`src/rtl/mem_bus_arbiter.sv`:
```
// Two-requester shared-bus controller (fetch F, execute E) for GPR file and RAM.
// Define ARB_RR_EN for round-robin arbitration; fixed E-over-F priority otherwise.
module mem_bus_arbiter #(
    parameter int AW  = 16,
    parameter int DW  = 16,
    parameter int TMO = 15
) (
    input  logic          clk,
    input  logic          rst_n,
    input  logic          f_req,
    input  logic          f_tgt,
    input  logic          f_read,
    input  logic [AW-1:0] f_addr,
    input  logic [DW-1:0] f_wdata,
    input  logic          e_req,
    input  logic          e_tgt,
    input  logic          e_read,
    input  logic [AW-1:0] e_addr,
    input  logic [DW-1:0] e_wdata,
    output logic          f_gnt,
    output logic          e_gnt,
    output logic          f_done,
    output logic          e_done,
    output logic          f_err,
    output logic          e_err,
    output logic [DW-1:0] rdata,
    output logic          cs_gpr,
    output logic          cs_ram,
    output logic          bus_read,
    output logic [AW-1:0] bus_addr,
    output logic [DW-1:0] bus_wdata,
    output logic          bus_oe,
    input  logic          ready_gpr,
    input  logic          ready_ram,
    input  logic [DW-1:0] bus_rdata
);

    typedef enum logic [2:0] {
        S_IDLE,
        S_ISSUE,
        S_WAIT,
        S_DONE,
        S_ERR
    } state_t;

    localparam logic [3:0] TMO_C = 4'(TMO);

    state_t        state, state_n;
    logic [3:0]    cnt, cnt_n, cnt_inc;
    logic          own_e, own_e_n;
    logic          tgt_q, tgt_n;
    logic          read_q, read_n;
    logic [AW-1:0] addr_n;
    logic [DW-1:0] wdata_n;
    logic [DW-1:0] rdata_n;
    logic          drive, fin, fin_err;
    logic          rdy, pick_e;

    assign rdy     = tgt_q ? ready_ram : ready_gpr;
    assign cnt_inc = (cnt == 4'hF) ? cnt : cnt + 4'd1;

`ifdef ARB_RR_EN
    // ptr_e records the last winner; a tie goes to the other requester
    logic ptr_e;

    assign pick_e = e_req & (~f_req | ~ptr_e);

    always_ff @(posedge clk or negedge rst_n) begin
        if (!rst_n) begin
            ptr_e <= 1'b1;
        end else if (state == S_IDLE && (f_req | e_req)) begin
            ptr_e <= pick_e;
        end
    end
`else
    assign pick_e = e_req;
`endif

    always_comb begin
        state_n = state;
        cnt_n   = cnt;
        own_e_n = own_e;
        tgt_n   = tgt_q;
        read_n  = read_q;
        addr_n  = bus_addr;
        wdata_n = bus_wdata;
        rdata_n = rdata;
        drive   = 1'b0;
        fin     = 1'b0;
        fin_err = 1'b0;
        unique case (state)
            S_IDLE: begin
                if (f_req | e_req) begin
                    state_n = S_ISSUE;
                    cnt_n   = 4'd1;
                    own_e_n = pick_e;
                    tgt_n   = pick_e ? e_tgt : f_tgt;
                    read_n  = pick_e ? e_read : f_read;
                    addr_n  = pick_e ? e_addr : f_addr;
                    wdata_n = pick_e ? e_wdata : f_wdata;
                    drive   = 1'b1;
                end
            end
            S_ISSUE: begin
                // acceptance wins over a timeout landing on the same edge
                if (!rdy) begin
                    state_n = S_WAIT;
                    cnt_n   = 4'd1;
                    drive   = 1'b1;
                end else if (cnt == TMO_C) begin
                    state_n = S_ERR;
                    fin     = 1'b1;
                    fin_err = 1'b1;
                end else begin
                    cnt_n = cnt_inc;
                    drive = 1'b1;
                end
            end
            S_WAIT: begin
                if (rdy) begin
                    state_n = S_DONE;
                    fin     = 1'b1;
                    if (read_q) begin
                        rdata_n = bus_rdata;
                    end
                end else if (cnt == TMO_C) begin
                    state_n = S_ERR;
                    fin     = 1'b1;
                    fin_err = 1'b1;
                end else begin
                    cnt_n = cnt_inc;
                    drive = 1'b1;
                end
            end
            S_DONE, S_ERR: begin
                state_n = S_IDLE;
            end
            default: begin
                state_n = S_IDLE;
            end
        endcase
    end

    always_ff @(posedge clk or negedge rst_n) begin
        if (!rst_n) begin
            state     <= S_IDLE;
            cnt       <= 4'd0;
            own_e     <= 1'b0;
            tgt_q     <= 1'b0;
            read_q    <= 1'b0;
            bus_addr  <= '0;
            bus_wdata <= '0;
            rdata     <= '0;
            f_gnt     <= 1'b0;
            e_gnt     <= 1'b0;
            f_done    <= 1'b0;
            e_done    <= 1'b0;
            f_err     <= 1'b0;
            e_err     <= 1'b0;
            cs_gpr    <= 1'b0;
            cs_ram    <= 1'b0;
            bus_read  <= 1'b0;
            bus_oe    <= 1'b0;
        end else begin
            state     <= state_n;
            cnt       <= cnt_n;
            own_e     <= own_e_n;
            tgt_q     <= tgt_n;
            read_q    <= read_n;
            bus_addr  <= addr_n;
            bus_wdata <= wdata_n;
            rdata     <= rdata_n;
            f_gnt     <= (drive | fin) & ~own_e_n;
            e_gnt     <= (drive | fin) & own_e_n;
            f_done    <= fin & ~own_e_n;
            e_done    <= fin & own_e_n;
            f_err     <= fin_err & ~own_e_n;
            e_err     <= fin_err & own_e_n;
            cs_gpr    <= drive & ~tgt_n;
            cs_ram    <= drive & tgt_n;
            bus_read  <= drive & read_n;
            bus_oe    <= drive & ~read_n;
        end
    end

endmodule

```
`config.mk`:
```
export PLATFORM = sky130hd
export DESIGN_NAME = mem_bus_arbiter
export DESIGN_NICKNAME = d
export VERILOG_FILES = /design/src/rtl/mem_bus_arbiter.sv
export SDC_FILE = /design/constraint.sdc
export NUM_CORES = 1
export LEC_CHECK = 0
export CAP_MARGIN = 20
export CORE_MARGIN = 2
export CORE_UTILIZATION = 35
export CTS_CLUSTER_DIAMETER = 40
export DETAILED_ROUTE_END_ITERATION = 10
export HOLD_SLACK_MARGIN = 0.15
export PLACE_DENSITY = 0.7
export REMOVE_ABC_BUFFERS = 1
export SYNTH_ARGS = -nofsm -noshare
export SYNTH_HDL_FRONTEND = slang
export SYNTH_SLANG_ARGS = --single-unit
export TNS_END_PERCENT = 5
```
`constraint.sdc`:
```
create_clock -name clk -period 3.6 [get_ports clk]
set_clock_uncertainty 0.05 [all_clocks]
set_input_delay 1.08 -clock clk [delete_from_list [all_inputs] [get_ports clk]]
set_output_delay 1.08 -clock clk [all_outputs]
set_load 0.01 [all_outputs]
```
After elaboration in Yosys (flattened, before gate mapping)
Cells that the tools add are included.
{ "totals": {"register_bits": 68, "latchBits": 0, "mem_bits_rw": 0, "rom_bits": 0, "in_bits": 90, "elab_cells": 76, "mem_count": 0} }
{ "classes": {"n_addsub": 1, "n_mul": 0, "div_mod_pow": 0, "n_lt_le_gt_ge": 0, "eq_ne": 5, "shift": 0, "n_mux": 32, "bitwise_logic": 15, "reduce_logical": 5} }
{ "ops": {"columns": ["op", "n"], "rows": [
  ["two-way mux 16 bit", 2],
  ["two-way mux 1 bit", 17],
  ["two-way mux 4 bit", 4],
  ["two-way mux 3 bit", 4],
  ["case mux 4 bit (3 select lines)", 1],
  ["bitwise AND 1 bit", 10],
  ["case mux 3 bit (3 select lines)", 1],
  ["AND reduction 3 bit", 2],
  ["adder 4 x 1 -> 4 bit, second input constant", 1],
  ["== test 4 bit, second input constant", 1],
  ["!= test 2 bit, second input constant", 2],
  ["case mux 1 bit (2 select lines)", 2],
  ["== test 3 x 1 -> 1 bit, second input constant", 1],
  ["== test 3 x 2 -> 1 bit, second input constant", 1],
  ["logical NOT 3 bit", 1],
  ["NOT 1 bit", 3],
  ["case mux 1 bit (3 select lines)", 1],
  ["nonzero test 3 bit", 1],
  ["bitwise OR 1 bit", 2],
  ["AND reduction 2 bit", 1]
]} }

Logic depth before layout (Yosys ltp)
{ "depth": {"word_depth": 6, "mapped_depth": 7} }

Worst setup path before layout
Ideal clock, no wire load.
{ "synth_timing": {"path_type": "input port to flip-flop", "from": "input port ready_gpr", "to": "register rdata[10]", "setup_ns": 0.125, "t_arrival_ns": 2.009, "t_required_ns": 3.425, "setup_slack_ns": 1.416, "path_stages": 4, "cell_sequence": "mux2_4 -> nand4b_4 -> buf_6 -> mux2_4"} }
{ "synth_via": {"elab_chain_len": 2} }
{ "synth_rtl": {"columns": ["item", "line", "text"], "rows": [
  ["start, declared", "33", "input logic ready_gpr,"],
  ["two-way mux 1 bit", "59", "assign rdy = tgt_q ? ready_ram : ready_gpr;"],
  ["AND reduction 3 bit (no source line)", null, null],
  ["end signal, assigned", "172", "rdata <= rdata_n;"],
  ["end, declared", "26", "output logic [DW-1:0] rdata,"]
]} }
No other way between the ends.
A chain may end at the register's enable or synchronous reset.

Final worst setup path
{ "layout_timing": {"from": "input port f_req", "to": "register bus_wdata[7]"} }
{ "layout_via": {"elab_chain_len": 2} }
{ "layout_rtl": {"columns": ["item", "line", "text"], "rows": [
  ["start, declared", "10", "input logic f_req,"],
  ["bitwise OR 1 bit", "93", "if (f_req | e_req) begin"],
  ["AND reduction 2 bit (no source line)", null, null],
  ["end signal, assigned", "171", "bus_wdata <= wdata_n;"],
  ["end, declared", "31", "output logic [DW-1:0] bus_wdata,"]
]} }
No other way between the ends.

==> summary.md <==
| Metric | Value |
|---|---|
| Design Area, Final | `0.00490 mm^2` |
| RR Startpoint | `state[2]` |
| Final setup vio count | `0` |
| Height of the die | `98.8 um` |
| Pwr per Cell Area | `779 mW/mm^2` |
| Vias per cell | `4.85` |
| WP depth | `5` |
| Maximum VDD drop | `0.000375 V` |
| Reg-to-reg endpoint | `bus_wdata[7]` |
| Crit path launch | `f_req` |
| Clk Latency, worst-skew pair | `0.34 ns` |
| Status | `finished clean` |
| Clk root buf | `clkbuf_8` |
| Initial Utilization | `36.1%` |
| Top post-synthesis cells by area | `dfrtp_1 (54%), mux2i_1 (11%), a21oi_1 (6.5%)` |
| Vias | `2561` |
| Mapped Area | `0.00315 mm^2` |
| Core area | `0.00872 mm^2` |
| Yosys warns | `0` |
| DIE WIDTH | `98.8 um` |
| Die area | `0.00977 mm^2` |
| DR WL/cell | `14.8 um` |
| HPWL after DPL | `5.91 mm` |
| Post-cts sizing count | `0` |
| Final hold slack | `0.460 ns` |
| Ant. Diodes | `0` |
| Period utilization | `68.5%` |
| CP Capture Type | `register` |
| M3 GR Usage | `5.96%` |
| CTS tree | `yes` |
| Max stage delay on crit path | `0.53 ns` |
| Initial antenna violation count | `0` |
| Final hold violations | `0` |
| IO Count | `148` |
| R2r setup slk | `1.61 ns` |
| GR met2 Demand/Resource | `24.9%` |
| Worst min path class | `register to register` |
| Clock-pin slew on the worst setup and hold paths | `0.07 ns` |
| Row count | `34` |
| WL final | `7.83 mm` |
| Final Wtd Congestion | `0.764` |
| Flops & latches, synth | `68` |
| Critical path arrival | `2.66 ns` |
| Pre-antenna DRT Iters | `4` |
| H-tree depth | `3` |
| Detail Route Antenna Nets | `0` |
| Remaining DRCs | `0` |
| 1st-iter DRT viols | `89` |
| Placed cell areas | `0.00466 mm^2` |
| Cell taking the most area after synthesis | `dfrtp_1` |
| Cell family with most CP delay | `buffers and inverters` |
| Most frequent cells in the layout | `clkdlybuf4s50_1 (145), dfrtp_1 (68), nor2_1 (49), a21oi_1 (41), mux2i_1 (35)` |
| Slowest cell on the critical path | `clkdlybuf4s50_1` |
| Synth top area share | `54.1%` |
| Final WS setup | `1.14 ns` |
| CTS Hold Buffers Added | `0` |
| CP max FO | `65` |
| Max_slew headroom | `47.2%` |
| Clock Tree Buf Depth | `2` |
| Grt ovf | `0` |
| CTS buffer count | `9` |
| Area grow syn2layout | `55.9%` |
| Fin crit period | `2.46 ns` |
| Required @ worst endpoint | `3.79 ns` |
| Gate Count Post-Synth | `269` |
| Slew Viols, Final | `0` |
| Fmax | `406 MHz` |
| Worst path cell trace | `clkdlybuf4s50_1 -> o21a_2 -> buf_4 -> nor2_1 -> a21oi_1` |
| Post-CTS Setup Bufs | `0` |
| Gr busiest metal | `met2` |
| First-pass GRT wire length | `12.3 mm` |
| Crit path to | `bus_wdata[7]` |
| CP Class | `primary input to register` |
| Vias in the first global route | `2504` |
| Total Nets Final | `506` |
| Syn Area/Cell | `11.7 um^2` |
| RSZ-0062 raised after global routing | `false` |
| Sequential cell area fraction in the yosys report | `54.1%` |
| Post-synthesis cell type count | `35` |
| Place WS | `0.801 ns` |
| Leakage power | `2.16 nW` |
| Max-Cap Viols | `0` |
| Largest net degree at the start of global routing | `66` |
| Worst reg2reg path depth | `5` |
| Setup_tns | `0 ns` |
| GRT Overall Usage | `16.0%` |
| # port buffers | `147` |
| Worst slew pin tran | `0.792 ns` |
| Clock sink count | `68` |
| Leading cell type in the layout, fill and taps excluded | `clkdlybuf4s50_1` |
| Met1 Use GR | `20.7%` |
| Layout cells sized above 1 | `11.9%` |
| Buf/Inv on CP | `2` |
| Worst Setup Start Kind | `primary input` |
| Overall power | `3.82 mW` |
metal layers:
layer	part of all wire, %	wire length, um
met1	43	3370
met2	45	3530
met3	11	828
met4	1.4	111
met5	0	0
per-stage QoR:
stage | util (%) | instances
2_1_floorplan | - | 253
3_3_place_gp | 53.4 | 512
3_5_place_dp | 53.4 | 512
4_1_cts | 56.2 | 528
5_1_grt | 56.2 | 528
6_report | 56.2 | 528
state kept, by name, summed over array words and instances (netlist names), 3 cells and up:
name	flops
rdata	16
state	3
bus_wdata	16
cnt	4
bus_addr	16
synthesized netlist by cell type:
library cell  number
a21boi_0           1
a21oi_1           41
a22oi_1            1
a311oi_1           1
a311oi_2           1
a41oi_1            1
and2b_1            1
and3_1             3
buf_2              5
buf_4              8
buf_6              3
dfrtp_1           68
ha_1               1
inv_1              3
mux2_2             8
mux2_4            12
mux2i_1           35
nand2_1            4
nand2b_1           1
nand2b_4           1
nand3_1            1
nand3b_1           1
nand4b_4           1
nor2_1            49
nor2b_1            2
nor3_1             2
nor3_2             1
nor3_4             1
o21a_1             3
o21ai_0            4
o21bai_1           1
o22ai_1            1
o32ai_4            1
or2_2              1
or3b_1             1
layout make-up:
cell class / instances / area, um^2
Fill cell: 780 / 3820
Sequential cell: 68 / 1700
Tap cell: 108 / 135
Multi-Input combinational cell: 182 / 1320
Clock inverter: 6 / 111
Clock buffer: 10 / 138
Timing Repair Buffer: 151 / 1490
Inverter: 3 / 11.3
power breakdown:
| part | leakage, nW | switching [mW] | internal [mW] |
|---|---|---|---|
| clock network | 0.122 | 0.296 | 0.479 |
| logic | 1.23 | 0.748 | 0.978 |
| registers | 0.802 | 0.210 | 1.11 |
| total | 2.16 | 1.25 | 2.57 |
cells by family after synthesis:
kind of cell             share of synthesized area, %
AO/OA/AOI/OAI                                    10.7
adder cells (fa/ha/maj)                         0.398
buffers and inverters                            4.14
flip-flops                                       54.1
multiplexers                                     19.7
AND/OR/NAND/NOR                                  11.0
how the worst min path moves through the flow:
stage	from	to	slack (ns)	cells after the start
finish	rdata[1]	rdata[1]	0.46	1
global route	rdata[3]	rdata[3]	0.48	1
CTS	rdata[10]	rdata[10]	0.46	1
detailed placement	rdata[2]	rdata[2]	0.44	1
global placement	rdata[0]	rdata[0]	0.44	1
floorplan	own_e	e_gnt	0.45	2
Note: power is estimated with default switching activity, not from simulation.
